$ cat config.mk
export PLATFORM = sky130hd
export DESIGN_NAME = exe_task_dispatcher
export DESIGN_NICKNAME = d
export VERILOG_FILES = /design/src/rtl/exe_task_dispatcher_pkg.sv /design/src/rtl/exe_task_fifo.sv /design/src/rtl/exe_task_dispatcher.sv
export SDC_FILE = /design/constraint.sdc
export NUM_CORES = 1
export LEC_CHECK = 0
export BUFFER_PORTS_ARGS = -buffer_cell sky130_fd_sc_hd__buf_2
export CAP_MARGIN = 15
export CORE_MARGIN = 4
export CORE_UTILIZATION = 40
export CTS_CLUSTER_DIAMETER = 150
export DETAILED_ROUTE_END_ITERATION = 16
export GPL_TIMING_DRIVEN = 0
export PLACE_DENSITY = 0.66
export SETUP_SLACK_MARGIN = 0.2
export SKIP_LAST_GASP = 1
export SLEW_MARGIN = 25
export SYNTH_ARGS = -nofsm -noshare
export SYNTH_HDL_FRONTEND = slang
export SYNTH_SLANG_ARGS = --single-unit
$ cat constraint.sdc
create_clock -name Clock -period 4.77 [get_ports Clock]
set_input_delay 0.2385 -clock Clock [delete_from_list [all_inputs] [get_ports Clock]]
set_output_delay 0.2385 -clock Clock [all_outputs]
set_load 0.05 [all_outputs]
$ cat src/rtl/exe_task_dispatcher_pkg.sv
// Shared definitions for the execution-unit task dispatcher: address width,
// FSM state encoding and a small state-classification helper.
package exe_task_dispatcher_pkg;

    localparam int ROM_ADDRESS_WIDTH = 16;

    typedef enum logic [1:0] {
        EXD_IDLE   = 2'd0,
        EXD_LAUNCH = 2'd1,
        EXD_WAIT   = 2'd2,
        EXD_REPORT = 2'd3
    } exdState_t;

    function automatic logic isActive(input exdState_t state);
        return (state != EXD_IDLE);
    endfunction

endpackage

$ cat src/rtl/exe_task_fifo.sv
// Synchronous FIFO buffering task entry addresses; DEPTH must be a power of two.
module exe_task_fifo #(
    parameter int DEPTH = 4,
    parameter int WIDTH = 16
) (
    input  logic                     Clock,
    input  logic                     Reset,
    input  logic                     push,
    input  logic [WIDTH-1:0]         pushData,
    input  logic                     pop,
    output logic [WIDTH-1:0]         popData,
    output logic                     full,
    output logic                     empty,
    output logic [$clog2(DEPTH):0]   count
);

    localparam int PW = $clog2(DEPTH);

    logic [WIDTH-1:0] mem_r [DEPTH];
    logic [PW-1:0]    wrPtr_r;
    logic [PW-1:0]    rdPtr_r;
    logic [PW:0]      count_r;
    logic             pushEn_s;
    logic             popEn_s;

    assign full     = (count_r == (PW+1)'(DEPTH));
    assign empty    = (count_r == {(PW+1){1'b0}});
    assign count    = count_r;
    assign popData  = mem_r[rdPtr_r];
    assign pushEn_s = push && !full;
    assign popEn_s  = pop && !empty;

    // Pointer and occupancy tracking; pointers wrap naturally at DEPTH.
    always_ff @(posedge Clock) begin
        if (Reset) begin
            wrPtr_r <= {PW{1'b0}};
            rdPtr_r <= {PW{1'b0}};
            count_r <= {(PW+1){1'b0}};
        end else begin
            if (pushEn_s) begin
                wrPtr_r <= wrPtr_r + PW'(1);
            end
            if (popEn_s) begin
                rdPtr_r <= rdPtr_r + PW'(1);
            end
            case ({pushEn_s, popEn_s})
                2'b10:   count_r <= count_r + (PW+1)'(1);
                2'b01:   count_r <= count_r - (PW+1)'(1);
                default: count_r <= count_r;
            endcase
        end
    end

    // Storage write; contents need no reset since occupancy gates every read.
    always_ff @(posedge Clock) begin
        if (pushEn_s) begin
            mem_r[wrPtr_r] <= pushData;
        end
    end

endmodule

$ cat src/rtl/exe_task_dispatcher.sv
// Launches buffered tasks on the execution unit one at a time and reports results.
// Optional watchdog abort compiled in with `define EXE_DISPATCH_WATCHDOG_EN.
module exe_task_dispatcher
    import exe_task_dispatcher_pkg::*;
#(
    parameter int FIFO_DEPTH     = 4,
    parameter int TIMEOUT_CYCLES = 65535
) (
    input  logic                         Clock,
    input  logic                         Reset,
    input  logic                         iTaskValid,
    input  logic [ROM_ADDRESS_WIDTH-1:0] iTaskAddress,
    output logic                         oTaskReady,
    output logic                         oTrigger,
    output logic [ROM_ADDRESS_WIDTH-1:0] oInitialCodeAddress,
    input  logic                         iExeDone,
    input  logic                         iExeReturnCode,
    output logic                         oResultValid,
    input  logic                         iResultReady,
    output logic [ROM_ADDRESS_WIDTH-1:0] oResultAddress,
    output logic                         oResultCode,
    output logic                         oResultTimeout,
    output logic                         oExeAbort,
    output logic                         oBusy,
    output logic [7:0]                   oCompletedCount
);

    exdState_t                    state_r;
    exdState_t                    stateNext_s;
    logic                         pop_s;
    logic                         doneTake_s;
    logic                         timeoutTake_s;
    logic                         wdExpired_s;
    logic                         fifoFull_s;
    logic                         fifoEmpty_s;
    logic [ROM_ADDRESS_WIDTH-1:0] fifoHead_s;
    logic [$clog2(FIFO_DEPTH):0]  fifoCount_s;
    logic [ROM_ADDRESS_WIDTH-1:0] addressReg_r;
    logic                         trigger_r;
    logic                         resultValid_r;
    logic [ROM_ADDRESS_WIDTH-1:0] resultAddress_r;
    logic                         resultCode_r;
    logic                         resultTimeout_r;
    logic                         exeAbort_r;
    logic [7:0]                   completedCount_r;
    logic                         unusedCount_s;

    exe_task_fifo #(
        .DEPTH (FIFO_DEPTH),
        .WIDTH (ROM_ADDRESS_WIDTH)
    ) u_fifo (
        .Clock    (Clock),
        .Reset    (Reset),
        .push     (iTaskValid),
        .pushData (iTaskAddress),
        .pop      (pop_s),
        .popData  (fifoHead_s),
        .full     (fifoFull_s),
        .empty    (fifoEmpty_s),
        .count    (fifoCount_s)
    );

    assign unusedCount_s = ^fifoCount_s;

`ifdef EXE_DISPATCH_WATCHDOG_EN
    localparam int WD_WIDTH = $clog2(TIMEOUT_CYCLES + 1);

    logic [WD_WIDTH-1:0] wdCount_r;

    // Watchdog cycle counter, cleared as the FSM enters WAIT.
    always_ff @(posedge Clock) begin
        if (Reset) begin
            wdCount_r <= {WD_WIDTH{1'b0}};
        end else if (state_r == EXD_LAUNCH) begin
            wdCount_r <= {WD_WIDTH{1'b0}};
        end else if (state_r == EXD_WAIT) begin
            wdCount_r <= wdCount_r + WD_WIDTH'(1);
        end
    end

    // Expiry is flagged in the last allowed WAIT cycle so the abort lands exactly TIMEOUT_CYCLES after entry.
    assign wdExpired_s = (state_r == EXD_WAIT) && (wdCount_r == WD_WIDTH'(TIMEOUT_CYCLES - 1));
`else
    logic unusedTimeout_s;

    assign unusedTimeout_s = (TIMEOUT_CYCLES > 0);
    assign wdExpired_s     = 1'b0;
`endif

    // Next-state and per-cycle control decisions.
    always_comb begin
        stateNext_s   = state_r;
        pop_s         = 1'b0;
        doneTake_s    = 1'b0;
        timeoutTake_s = 1'b0;
        case (state_r)
            EXD_IDLE: begin
                if (!fifoEmpty_s) begin
                    pop_s       = 1'b1;
                    stateNext_s = EXD_LAUNCH;
                end else begin
                    stateNext_s = EXD_IDLE;
                end
            end
            EXD_LAUNCH: begin
                stateNext_s = EXD_WAIT;
            end
            EXD_WAIT: begin
                // A done pulse coinciding with expiry takes priority.
                if (iExeDone) begin
                    doneTake_s  = 1'b1;
                    stateNext_s = EXD_REPORT;
                end else if (wdExpired_s) begin
                    timeoutTake_s = 1'b1;
                    stateNext_s   = EXD_REPORT;
                end else begin
                    stateNext_s = EXD_WAIT;
                end
            end
            EXD_REPORT: begin
                if (iResultReady) begin
                    stateNext_s = EXD_IDLE;
                end else begin
                    stateNext_s = EXD_REPORT;
                end
            end
            default: begin
                stateNext_s = EXD_IDLE;
            end
        endcase
    end

    // State, address, result record and registered handshake outputs.
    always_ff @(posedge Clock) begin
        if (Reset) begin
            state_r          <= EXD_IDLE;
            addressReg_r     <= {ROM_ADDRESS_WIDTH{1'b0}};
            trigger_r        <= 1'b0;
            resultValid_r    <= 1'b0;
            resultAddress_r  <= {ROM_ADDRESS_WIDTH{1'b0}};
            resultCode_r     <= 1'b0;
            resultTimeout_r  <= 1'b0;
            exeAbort_r       <= 1'b0;
            completedCount_r <= 8'd0;
        end else begin
            state_r       <= stateNext_s;
            trigger_r     <= (stateNext_s == EXD_LAUNCH);
            resultValid_r <= (stateNext_s == EXD_REPORT);
            exeAbort_r    <= timeoutTake_s;
            if (pop_s) begin
                addressReg_r <= fifoHead_s;
            end
            if (doneTake_s) begin
                resultAddress_r <= addressReg_r;
                resultCode_r    <= iExeReturnCode;
                resultTimeout_r <= 1'b0;
            end else if (timeoutTake_s) begin
                resultAddress_r <= addressReg_r;
                resultCode_r    <= 1'b0;
                resultTimeout_r <= 1'b1;
            end
            if ((state_r == EXD_REPORT) && iResultReady) begin
                completedCount_r <= completedCount_r + 8'd1;
            end
        end
    end

    assign oTaskReady          = !fifoFull_s;
    assign oBusy               = isActive(state_r) || !fifoEmpty_s;
    assign oTrigger            = trigger_r;
    assign oInitialCodeAddress = addressReg_r;
    assign oResultValid        = resultValid_r;
    assign oResultAddress      = resultAddress_r;
    assign oResultCode         = resultCode_r;
    assign oResultTimeout      = resultTimeout_r;
    assign oExeAbort           = exeAbort_r;
    assign oCompletedCount     = completedCount_r;

endmodule

Word level (Yosys, flattened, before mapping) --
Memory sizes are Yosys's and may differ from the RTL's. A register that Yosys moved wholly into a read port is not among the register bits. Cells that the tools add are included.
Operators by class: muxes and demuxes 13, equal/unequal tests 8, add/subtract/negate cells 5, reduce and logical (&&, ||, !) cells 10
Operators by type and width (number):
- $mux W16 | 1
- $mux W1 | 9
- $add A8 B1 Y8 const B | 1
- $eq A2 B2 Y1 const B | 4
- $pmux W2 S4 | 1
- $eq A2 B1 Y1 const B | 3
- $pmux W3 S2 | 1
- $add A2 B1 Y2 const B | 2
- $reduce_bool A2 Y1 | 2
- $add A3 B1 Y3 const B | 1
- $eq A3 B3 Y1 const B | 1
- $logic_and A1 B1 Y1 | 3
- $logic_not A3 Y1 | 1
- $sub A3 B1 Y3 const B | 1
- $logic_not A1 Y1 | 2
- $logic_not A2 Y1 | 1
- $mux W2 | 1
- $logic_or A1 B1 Y1 | 1
Word-level totals: bits of input ports 22, memories 1, bits in writable memories 64, register bits after elaboration 36
Memories:
- u_fifo.mem_r | depth 4, width 16, read ports 1, clocked after Yosys merged registers in 1, write ports 1, RTL line exe_task_fifo.sv:19 | logic [WIDTH-1:0] mem_r [DEPTH];

Logic depth before layout (Yosys ltp) --
word-level depth 6, mapped depth 10

Hierarchy --
From an unflattened synthesis, not the netlist that was laid out.
Second synthesis, totals: cells, all modules 342, area total of the unflattened synthesis 4545.6 um^2
By module, submodules not included:
- exe_task_fifo | times used 1, area an instance 2821.5 um^2, cells each 138, sequential area each 2102.0 um^2
- exe_task_dispatcher | times used 1, area an instance 1724.2 um^2, cells each 204, sequential area each 900.9 um^2

Least setup slack after synthesis --
No wires, ideal clock.
path type flip-flop to flip-flop, from register u_fifo.count_r[0] (netlist: u_fifo.count[0]), to register u_fifo.count_r[2] (netlist: u_fifo.count[2]), path slack 2509 ps, stages on the path, launching flop included 10, required time 4700 ps, arrival time 2190 ps, path buffers 1, period minus slack after synthesis 2261 ps, cell sequence dfxtp_1 -> or3b_1 -> buf_2 -> nand2_1 -> ha_1 -> inv_1 -> fa_1 -> xor2_1 -> or3_1 -> a21oi_1
On the way: elaborated cells on any way between the ends 14
RTL lines:
- start: declaration | RTL line exe_task_fifo.sv:22 | logic [PW:0] count_r;
- start signal: assignment | RTL line exe_task_fifo.sv:38 | count_r <= {(PW+1){1'b0}};
- start signal: assignment | RTL line exe_task_fifo.sv:47 | 2'b10: count_r <= count_r + (PW+1)'(1);
- start signal: assignment | RTL line exe_task_fifo.sv:48 | 2'b01: count_r <= count_r - (PW+1)'(1);
- $eq A3 B3 Y1 (*) | RTL line exe_task_fifo.sv:26 | assign full = (count_r == (PW+1)'(DEPTH));
- $logic_not A1 Y1 (*)
- named net oTaskReady | RTL line exe_task_dispatcher.sv:13 | output logic oTaskReady,
- $logic_and A1 B1 Y1 (*) | RTL line exe_task_fifo.sv:30 | assign pushEn_s = push && !full;
- $eq A2 B1 Y1 or $eq A2 B2 Y1 (tied branches) | RTL line exe_task_fifo.sv:46 | case ({pushEn_s, popEn_s})
- $pmux W3 S2 or $reduce_bool A2 Y1 (tied branches)
Mark *: on every way through the listed nets, which the timed path passes. The rest lies on a longest branch. A chain may end at the register's enable or synchronous reset.

Final worst setup path --
from register u_fifo.count_r[2] (netlist: u_fifo.count[2]), to register u_fifo.count_r[2] (netlist: u_fifo.count[2])
On the way: cells in the longest elaborated chain, start to end 6, elaborated cells on any way between the ends 14
RTL lines:
- $logic_not A3 Y1 | RTL line exe_task_fifo.sv:27 | assign empty = (count_r == {(PW+1){1'b0}});
- $mux W1 | RTL line exe_task_dispatcher.sv:98 | if (!fifoEmpty_s) begin
- $mux W1 | RTL line exe_task_dispatcher.sv:96 | case (state_r)
- $logic_and A1 B1 Y1 | RTL line exe_task_fifo.sv:31 | assign popEn_s = pop && !empty;
- $eq A2 B1 Y1 or $eq A2 B2 Y1 (tied branches) | RTL line exe_task_fifo.sv:46
- $pmux W3 S2 or $reduce_bool A2 Y1 (tied branches)
Several ways; a longest one is shown, not always the timed one.

==> key figures <==
Global routing
  – Vias in the first global route: ~2800
  – Pin count of the biggest net entering global routing: 17
  – Antenna violations before repair: 0
  – Global Route Usage Sum: 14.6%
  – GR Overflow Total: 0
  – First-pass GRT wire length: around 14000 µm

Die
  – Core area: 10900 µm²
  – Die area: 13000 µm²
  – Die W: 114 µm
  – Die Span Y: 114 µm
  – Initial Util: 41.2%
  – I/O Pins: 69
  – Row cnt: 38

Yosys
  – Top cell type's share of synthesized area: between 40% and 50%
  – Asr flop ratio synth: 0%
  – Synthesized flop and latch total: 116
  – Top cells by area, synth: edfxtp_1 43%, dfxtp_1 23%, mux4_2 4.5%
  – Largest area contributor in the netlist: edfxtp_1
  – Gate Count Post-Synth: slightly above 300
  – Top_reg_cell synth: edfxtp_1
  – Yosys warns: 0
  – Sequential share of the synthesized area: about two thirds
  – Cell variety after synth: 45
  – EDFF count, synth: 64
  – Netlist Area Pre-Place: around 4500 µm²
  – Mapped Avg Cell Area: between 10 and 15 µm²

Clocking
  – TritonCTS clock tree: done
  – CTS Buf Count: 17
  – Sink Count: 116
  – PostCTS Resize Cnt: 0
  – CTS Root Cell: clkbuf_16
  – H-tree Lvls: 4
  – Worst-Skew Late Latency: roughly 410 ps
  – Setup repair bufs after CTS: 0
  – Clk slew on worst S/H paths: 60 ps
  – CTS Buffer Depth: 2
  – CTS hold repair buffers: 0

Cells and area
  – Post-route insts no fill: 544
  – Fillcell total: 926
  – Layout area overhead: 24.4%
  – Ant. Diodes: 0
  – Final net count: 420
  – Layout cell share with drive strength beyond 1: 35.4%

Placed design
  – Post-DP HPWL: 6180 µm
  – Dpl ws: 2520 ps
  – # placed instances: 512
  – IO Port Bufs: 65
  – Gpl congestion: between 0.7 and 0.8

STA
  – Total negative slack: 0 ps
  – RSZ-0062 raised after global routing: no
  – Least-Margin Pin Slew: 863 ps
  – Setup-failing EPs final: 0
  – Hold Vio Cnt, Final: 0
  – Clk_skew: 7.73 ps
  – Max-slew violations: 0
  – Relative slew slack: between 40 and 50%
  – Final period utilization: 47.6%
  – Min setup slack post-route: 2500 ps
  – Max frequency: 441 MHz
  – Fin crit period: around 2300 ps

Power
  – Clock power frac: 36.0%
  – Peak VDD IR: 234 µV
  – Pleak: around 2.1 nW
  – PwrDens: 626 nW/µm²
  – Combinational Power Share: 26.9%
  – P_int: 2.30 mW
  – Sw frac: 34.2%
  – Seq pwr share: 37.1%
  – P_sw: 1.20 mW

Drt
  – Pre-Repair DR Iteration Count: 5
  – First-iteration detailed-routing DRC count: 111
  – Total number of vias: between 2000 and 3000
  – Drt total wl: 9150 µm
  – Routed len/inst: 16.8 µm
  – Via density: between 4 and 5
  – Antenna-violating nets left: 0
  – DRC: 0

Critical path
  – CP Max Fanout: 10
  – Crit path cell chain: or3b_1, buf_2, nand2_1, ha_1, inv_1, fa_1, xor2_1, or3_1, a21oi_1
  – Crit path kind: reg2reg
  – Critical-path top delay cell: dfxtp_1
  – CP top delay family: simple AND/OR/NAND/NOR gates
  – Crit. End Element: register
  – CP max stage delay: 370 ps
  – Startpoint types: register
  – Critical path buffers and inverters: 2
  – Reg2reg setup slack: ~2500 ps
  – Crit path arrival time: between 2000 and 3000 ps
  – CP required: 5100 ps

Min path
  – Hold/Removal Path Class: in2reg

Outcome
  – Status: complete, no violations

Run
  – Total of max-cap violations: 0
[metrics by stage]
step           power, mW  util [%]  cell area, µm²  hold WS, ps
5_1_grt             3.65      51.2            5600         37.3
4_1_cts             3.54      51.2            5600         23.8
2_1_floorplan       2.03         -            4510          337
3_5_place_dp        2.27      45.8            5010          448
6_report            3.50      51.2            5600         41.0
3_3_place_gp        2.25      45.8            5010          440
[worst reg2reg max path, cell delays in order (launching register included)]
cell,delay (ps)
dfxtp_1,370
or3b_1,360
buf_2,170
nand2_1,80
ha_1,170
inv_1,60
fa_1,370
xor2_1,170
or3_1,310
a21oi_1,140
[sequential cells by signal, summed over array words and instances (netlist names), 2 cells and up]
signal,count
oCompletedCount,8
u_fifo.mem_r,64
oResultAddress,16
u_fifo.rdPtr_r,2
u_fifo.wrPtr_r,2
oInitialCodeAddress,16
u_fifo.count,3
state_r,2
[final cells by class]
class / instances / area [µm²] / share of cell area (%)
Sequential cell: 116 / 2960 / 52.9
Multi-Input combinational cell: 163 / 1350 / 24.0
Clock buffer: 17 / 425 / 7.60
Timing Repair Buffer: 65 / 325 / 5.81
Tap cell: 140 / 175 / 3.13
Clock inverter: 15 / 169 / 3.02
Buffer: 20 / 168 / 2.99
Inverter: 8 / 30.0 / 0.536
[worst paths after layout]
| path | cells after the start | startpoint | endpoint |
|---|---|---|---|
| setup / recovery | 9 | u_fifo.count[2]$_SDFFE_PP0P_ | u_fifo.count[2]$_SDFFE_PP0P_ |
| hold / removal | 1 | iTaskAddress[4] | u_fifo.mem_r[2][4]$_DFFE_PP_ |
| setup reg to reg | 9 | u_fifo.count[2]$_SDFFE_PP0P_ | u_fifo.count[2]$_SDFFE_PP0P_ |
| hold reg to reg | 2 | oResultAddress[1]$_SDFFE_PP0P_ | oResultAddress[1]$_SDFFE_PP0P_ |
[kinds of logic (layout without fill, tap and decap cells)]
| logic type | after synthesis | after routing | synth area share [%] |
|---|---|---|---|
| AO/OA/AOI/OAI | 55 | 55 | 8.59 |
| XOR/XNOR | 4 | 4 | 0.778 |
| adder cells (fa/ha/maj) | 7 | 7 | 2.11 |
| buffers and inverters | 28 | 125 | 4.39 |
| flip-flops | 116 | 116 | 65.8 |
| multiplexers | 19 | 19 | 9.28 |
| other | 1 | 2 | 0.0833 |
| AND/OR/NAND/NOR | 76 | 76 | 8.95 |
[synthesized netlist by cell type (2+ instances only)]
library cell / count
a21o_1: 2
o21ai_0: 3
buf_1: 2
edfxtp_1: 64
nand3_1: 5
buf_4: 2
or4_1: 2
nor2_1: 8
ha_1: 6
clkbuf_1: 3
nand3b_1: 2
clkbuf_8: 5
o31ai_1: 3
or3_1: 3
dfxtp_1: 52
buf_6: 4
inv_1: 8
xor2_1: 4
a21oi_1: 27
nand2_1: 40
buf_2: 4
mux2i_1: 2
and3_1: 4
nor3b_1: 2
mux4_1: 7
mux4_2: 9
a22o_2: 15
[routing by layer]
layer	track usage [%]	vias up	share of wire (%)
met3	4.60	17	5.7
met4	7.68	0	2.6
li1	-	1314	-
met2	23.6	67	48
met5	0	-	0
met1	17.5	1314	43
[power groups by stage]
| stage | clock (mW) | combinational (mW) | sequential, mW |
|---|---|---|---|
| after detailed placement | 0 | 0.948 | 1.32 |
| after floorplan | 0 | 0.447 | 1.58 |
| after CTS | 1.28 | 0.953 | 1.30 |
| final | 1.26 | 0.942 | 1.30 |
| after global routing | 1.33 | 1.00 | 1.32 |
| after global placement | 0 | 0.937 | 1.32 |
[layout by cell type (no fill, tap or decap), types with 2 or more instances in the layout]
cell and count:
clkbuf_8 5, ha_1 6, nand3_1 5, o21ai_0 3
clkinv_4 2, inv_6 6, mux4_1 7, or3_1 3
a22o_2 15, conb_1 2, xor2_1 4, clkbuf_1 3
nor3b_1 2, a21o_1 2, bufinv_16 2, buf_6 4
clkbuf_16 17, nor2_1 8, or4_1 2, buf_2 69
inv_1 8, buf_4 2, mux2i_1 2, nand3b_1 2
nand2_1 40, dfxtp_1 52, mux4_2 9, inv_8 2
edfxtp_1 64, o31ai_1 3, a21oi_1 27, and3_1 4
buf_1 2
Power figures use the tool's default switching activity.
